`src/rtl/piso_rr_sched.sv`:
```
// piso_rr_sched: two-requester round-robin front end feeding one shared
// parallel-in/serial-out shifter. A granted word is shifted out MSB first
// under frame_valid, followed by GAP forced idle cycles.
module piso_rr_sched #(
    parameter int WIDTH = 4,
    parameter int GAP   = 1
) (
    input  logic             clk,
    input  logic             rst,
    input  logic             req0,
    input  logic [WIDTH-1:0] data0,
    input  logic             req1,
    input  logic [WIDTH-1:0] data1,
    output logic             gnt0,
    output logic             gnt1,
    output logic             serial_out,
    output logic             frame_valid,
    output logic             frame_src,
    output logic             busy
);

    localparam int CNT_W      = $clog2(WIDTH);
    localparam int GAP_W      = (GAP > 1) ? $clog2(GAP + 1) : 1;
    localparam int GAP_LAST_I = (GAP > 0) ? GAP - 1 : 0;

    localparam logic [CNT_W-1:0] BIT_LAST = CNT_W'(WIDTH - 1);
    localparam logic [GAP_W-1:0] GAP_LAST = GAP_W'(GAP_LAST_I);

    typedef enum logic [1:0] {
        ST_IDLE,
        ST_SHIFT,
        ST_GAP
    } state_e;

    state_e             state_q, state_d;
    logic [WIDTH-1:0]   shift_q, shift_d;
    logic [CNT_W-1:0]   bit_cnt_q, bit_cnt_d;
    logic [GAP_W-1:0]   gap_cnt_q, gap_cnt_d;
    logic               src_q, src_d;
    logic               last_q, last_d;
    logic               gnt0_q, gnt0_d;
    logic               gnt1_q, gnt1_d;

    logic               any_req;
    logic               winner;

    assign any_req = req0 | req1;

    // Arbitration: a lone requester wins; on contention the one not granted last wins.
    always_comb begin
        winner = 1'b0;
        if (req0 && req1) begin
            winner = ~last_q;
        end else if (req1) begin
            winner = 1'b1;
        end
    end

    // Next-state and datapath update for the IDLE -> SHIFT -> GAP -> IDLE sequence.
    always_comb begin
        state_d   = state_q;
        shift_d   = shift_q;
        bit_cnt_d = bit_cnt_q;
        gap_cnt_d = gap_cnt_q;
        src_d     = src_q;
        last_d    = last_q;
        gnt0_d    = 1'b0;
        gnt1_d    = 1'b0;

        unique case (state_q)
            ST_IDLE: begin
                src_d = 1'b0;
                if (any_req) begin
                    state_d   = ST_SHIFT;
                    shift_d   = winner ? data1 : data0;
                    bit_cnt_d = '0;
                    src_d     = winner;
                    last_d    = winner;
                    gnt0_d    = ~winner;
                    gnt1_d    = winner;
                end
            end

            ST_SHIFT: begin
                shift_d   = {shift_q[WIDTH-2:0], 1'b0};
                bit_cnt_d = bit_cnt_q + CNT_W'(1);
                if (bit_cnt_q == BIT_LAST) begin
                    bit_cnt_d = '0;
                    if (GAP > 0) begin
                        state_d   = ST_GAP;
                        gap_cnt_d = '0;
                    end else begin
                        state_d = ST_IDLE;
                        src_d   = 1'b0;
                    end
                end
            end

            ST_GAP: begin
                gap_cnt_d = gap_cnt_q + GAP_W'(1);
                if (gap_cnt_q == GAP_LAST) begin
                    state_d   = ST_IDLE;
                    gap_cnt_d = '0;
                    src_d     = 1'b0;
                end
            end

            default: begin
                state_d = ST_IDLE;
                src_d   = 1'b0;
            end
        endcase
    end

    // State and datapath registers; reset leaves the pointer so requester 0 wins first.
    always_ff @(posedge clk or negedge rst) begin
        if (!rst) begin
            state_q   <= ST_IDLE;
            shift_q   <= '0;
            bit_cnt_q <= '0;
            gap_cnt_q <= '0;
            src_q     <= 1'b0;
            last_q    <= 1'b1;
            gnt0_q    <= 1'b0;
            gnt1_q    <= 1'b0;
        end else begin
            state_q   <= state_d;
            shift_q   <= shift_d;
            bit_cnt_q <= bit_cnt_d;
            gap_cnt_q <= gap_cnt_d;
            src_q     <= src_d;
            last_q    <= last_d;
            gnt0_q    <= gnt0_d;
            gnt1_q    <= gnt1_d;
        end
    end

    // Output decode from registered state only.
    always_comb begin
        frame_valid = (state_q == ST_SHIFT);
        serial_out  = (state_q == ST_SHIFT) & shift_q[WIDTH-1];
        busy        = (state_q != ST_IDLE);
        frame_src   = src_q;
        gnt0        = gnt0_q;
        gnt1        = gnt1_q;
    end

endmodule

```
`config.mk`:
```
export PLATFORM = sky130hd
export DESIGN_NAME = piso_rr_sched
export DESIGN_NICKNAME = d
export VERILOG_FILES = /design/src/rtl/piso_rr_sched.sv
export SDC_FILE = /design/constraint.sdc
export NUM_CORES = 1
export LEC_CHECK = 0
export ABC_AREA = 1
export CAP_MARGIN = 20
export CORE_MARGIN = 4
export CORE_UTILIZATION = 43
export CTS_CLUSTER_DIAMETER = 200
export DETAILED_ROUTE_END_ITERATION = 10
export MAX_ROUTING_LAYER = met4
export PLACE_DENSITY_LB_ADDON = 0.1
export SYNTH_ARGS = -nofsm -noshare
export SYNTH_HDL_FRONTEND = slang
export SYNTH_SLANG_ARGS = --single-unit
export TNS_END_PERCENT = 30
```
`constraint.sdc`:
```
create_clock -name clk -period 1.1 [get_ports clk]
set_input_delay 0.165 -clock clk [delete_from_list [all_inputs] [get_ports clk]]
set_output_delay 0.165 -clock clk [all_outputs]
set_load 0.005 [all_outputs]
```
==> results.yml <==
power_and_ir_drop:
  power_density_mw_per_mm2: 2610
  netSwitchingFraction_pct: 39.5
  ir_drop_uv: 1450
  seq_power_share_pct: 31.7
  power.share.combinational_pct: 56.2
  cellInternalPower_uw: 1470
  p_clk_share_pct: 12.1
  static-leakage-power_uw: 0.000507
  totalPowerFinal_uw: 2430
  power.net_switching_uw: 962
setup_path:
  required_ns: 0.94
  worstReg2RegEnd: "bit_cnt_q[0]"
  cpLargestDelayFamily: "flip-flops"
  timing.reg2reg.setup_slack_ns: -0.09
  worst_path_largest_cell_delay_ns: 0.42
  reg2reg_start: "state_q[1]"
  start_kind: "flop"
  timing.critical_path.arrival_ns: 1.07
  r2r_cells: 8
  critical_path.slowest_cell: "sky130_fd_sc_hd__dfrtp_1"
  critical_path_buf_inv_count: 2
  timing.setup.critical_path_class: "reg2out"
  cp-end-kind: "output pin"
  worstPathCellList: "nor2_4 > inv_4 > nor2_2 > buf_2"
  crit_fanout: 3
outcome:
  failed_checks: "setup timing"
  outcome: "finished, violations left"
floorplan:
  fp.dieArea_sq_mm: 0.00203
  core_sq_mm: 0.00130
  die_x_um: 45.0
  floorplan.io_pins: 18
  fp-row-count: 13
  die_height_um: 45.0
  initial_core_util_pct: 45.3
timing:
  final_critical_path_setup_slack_ns: -0.139
  hold-worst-slack_ns: 0.186
  skew_ns: 0.00799
  period_needed_ns: 1.24
  report.final.hold_viol_count: 0
  tns_ns: -0.793
  grt_setup_unrepaired: "yes"
  setup_viol: 10
  max_freq_ghz: 0.807
  worst_pin_slew_ns: 0.274
  timing.final.max_slew_violations: 0
  timing.max_slew.rel_slack_pct: 81.7
  finalCritPeriodShare_pct: 113
placement:
  numPortBuffers: 17
  post-place-ws_ns: -0.253
  place.gp.congestion: 0.869
  post_dp_cell_area_sq_um: 883
  place_hpwl_um: 1150
cts:
  tritoncts: "done"
  ctsRootBufferMaster: "sky130_fd_sc_hd__clkbuf_4"
  insertion_delay_ns: 0.27
  cts_hold_repair.buffers: 0
  clockBufferDepth: 2
  htreeDepth: 1
  cts_buffers: 3
  cts.clk_slew.worst_paths_ns: 0.08
  clock_sinks: 12
logic_synthesis:
  synth.net_count: 89
  mappedNetlistArea_sq_um: 589
  synth.yosys.warnings: 0
  synth.yosys.seq_area_share_pct: 51.2
  syn_area_per_cell_sq_um: 7.75
  synth.area.top_cells: "sky130_fd_sc_hd__dfrtp_1 (47%), sky130_fd_sc_hd__nand2_1 (22%), sky130_fd_sc_hd__nand3_1 (6.8%), sky130_fd_sc_hd__dfstp_2 (4.5%), sky130_fd_sc_hd__inv_1 (3.8%)"
  postSynthRegisterBits: 12
  synth_top_area_share_pct: 46.7
  synthDistinctLibCells: 14
  synth_top_cell_by_area: "sky130_fd_sc_hd__dfrtp_1"
  postSynthCellCount: 76
layout:
  layout.filler_cells: 113
  register_area_sq_um: 302
  finalNetCount: 126
  flow.area_growth_from_synthesis_pct: 58.6
  antennaDiodeCount: 0
  post_route_cells_drive_above_1_share_pct: 32.1
  multiInputGateArea_sq_um: 270
  postLayoutCellArea_sq_um: 935
grt:
  track_usage_pct: 17.8
  global_route.overflow_total: 0
  global_route_wire_length_before_repair_um: 2410
  grt_pass1_vias: 584
  antenna_found_initial: 0
  maximum_number_of_pins_on_one_net_before_global_route_repair: 13
routing:
  post_drt_wl_per_cell_um: 11.8
  antenna_violating_nets_post_route: 0
  remaining_drc_errors: 0
  drt-vias-per-instance: 4.73
  drt_pre_antenna_iters: 4
  route.final.wire_length_um: 1500
  num_vias: 601
  initialDrtViolationCount: 7
flow_run:
  maxCapViolCount: 0
min_path:
  hold_path_class: "in2async"
[cell families after synthesis]
kind of cell             count (synthesis)  share of synthesized area, %
flip-flops                              12                          51.2
AND/OR/NAND/NOR                         51                          37.6
AO/OA/AOI/OAI                            2                          2.33
buffers and inverters                   10                          6.79
adder cells (fa/ha/maj)                  1                          2.12
[power by group through the flow]
stage               clock [uW]  sequential (uW)  combinational (uW)
floorplan                    0              756                 659
global placement             0              768                1290
CTS                        297              764                1330
finish                     294              772                1370
global route               320              803                1510
detailed placement           0              774                1320
[how the worst max path moves through the flow]
stage / slack (ns) / endpoint / startpoint / cells after the start
after floorplan: 0.08 / frame_src / last_q / 5
after global placement: -0.22 / serial_out / state_q[1] / 4
after detailed placement: -0.25 / serial_out / state_q[1] / 4
after CTS: -0.19 / busy / state_q[1] / 5
after global routing: -0.19 / serial_out / state_q[0] / 5
final: -0.14 / serial_out / state_q[1] / 4
[sequential cells by signal (all words and copies together), names as in the netlist]
register and cells:
bit_cnt_q 2, frame_src 1, gnt0 1, gnt1 1
last_q 1, shift_q 4, state_q 2
[worst register-to-register path, cell delays in order (launching register included)]
cell,delay (ns)
sky130_fd_sc_hd__dfrtp_1,0.42
sky130_fd_sc_hd__buf_6,0.14
sky130_fd_sc_hd__inv_2,0.04
sky130_fd_sc_hd__nand2_2,0.05
sky130_fd_sc_hd__buf_6,0.11
sky130_fd_sc_hd__nor2_4,0.13
sky130_fd_sc_hd__nor2_4,0.08
sky130_fd_sc_hd__nand2_1,0.07
sky130_fd_sc_hd__nand2_1,0.05
[synth_stat cells]
library cell	instances
sky130_fd_sc_hd__dfrtp_1	11
sky130_fd_sc_hd__dfstp_2	1
sky130_fd_sc_hd__ha_1	1
sky130_fd_sc_hd__inv_1	6
sky130_fd_sc_hd__inv_2	3
sky130_fd_sc_hd__inv_4	1
sky130_fd_sc_hd__nand2_1	34
sky130_fd_sc_hd__nand2_2	1
sky130_fd_sc_hd__nand3_1	8
sky130_fd_sc_hd__nor2_1	5
sky130_fd_sc_hd__nor2_2	1
sky130_fd_sc_hd__nor2_4	2
sky130_fd_sc_hd__o21ai_1	1
sky130_fd_sc_hd__o21ai_2	1
[metrics by stage]
step | util (%) | std cells
2_1_floorplan | - | 76
3_3_place_gp | 67.9 | 122
3_5_place_dp | 67.9 | 122
4_1_cts | 70.8 | 128
5_1_grt | 71.8 | 127
6_report | 71.8 | 127
[placed cells by master, fill, tap and decap left out, types with 2 or more instances in the layout]
cell / synthesis / final
sky130_fd_sc_hd__nand3_1: 8 / 8
sky130_fd_sc_hd__nand2_2: 1 / 3
sky130_fd_sc_hd__inv_1: 6 / 6
sky130_fd_sc_hd__nor2_1: 5 / 3
sky130_fd_sc_hd__clkdlybuf4s15_1: 0 / 2
sky130_fd_sc_hd__buf_2: 0 / 3
sky130_fd_sc_hd__inv_2: 3 / 3
sky130_fd_sc_hd__buf_4: 0 / 12
sky130_fd_sc_hd__clkdlybuf4s50_1: 0 / 11
sky130_fd_sc_hd__clkbuf_4: 0 / 3
sky130_fd_sc_hd__nand2_1: 34 / 31
sky130_fd_sc_hd__buf_6: 0 / 3
sky130_fd_sc_hd__dfrtp_1: 11 / 11
sky130_fd_sc_hd__nor2_4: 2 / 3
sky130_fd_sc_hd__nor2_2: 1 / 2
[per-layer routing]
| layer | wire, um | GRT usage, % |
|---|---|---|
| met1 | 640 | 20.4 |
| met2 | 759 | 28.2 |
| met3 | 87 | 4.78 |
| met4 | 13 | 8.77 |
| met5 | 0 | - |
[final cells by class]
class | instances | area share [%]
Sequential cell | 12 | 32.3
Timing Repair Buffer | 32 | 29.7
Multi-Input combinational cell | 54 | 28.9
Inverter | 10 | 4.28
Clock buffer | 4 | 2.81
Tap cell | 15 | 2.01
[timing repair]
action,4_1_cts,5_1_grt
setup endpoints to repair,16,16
pin swaps,2,6
setup buffers,2,0
resized for setup,19,9
(Power assumes the default switching activity.)
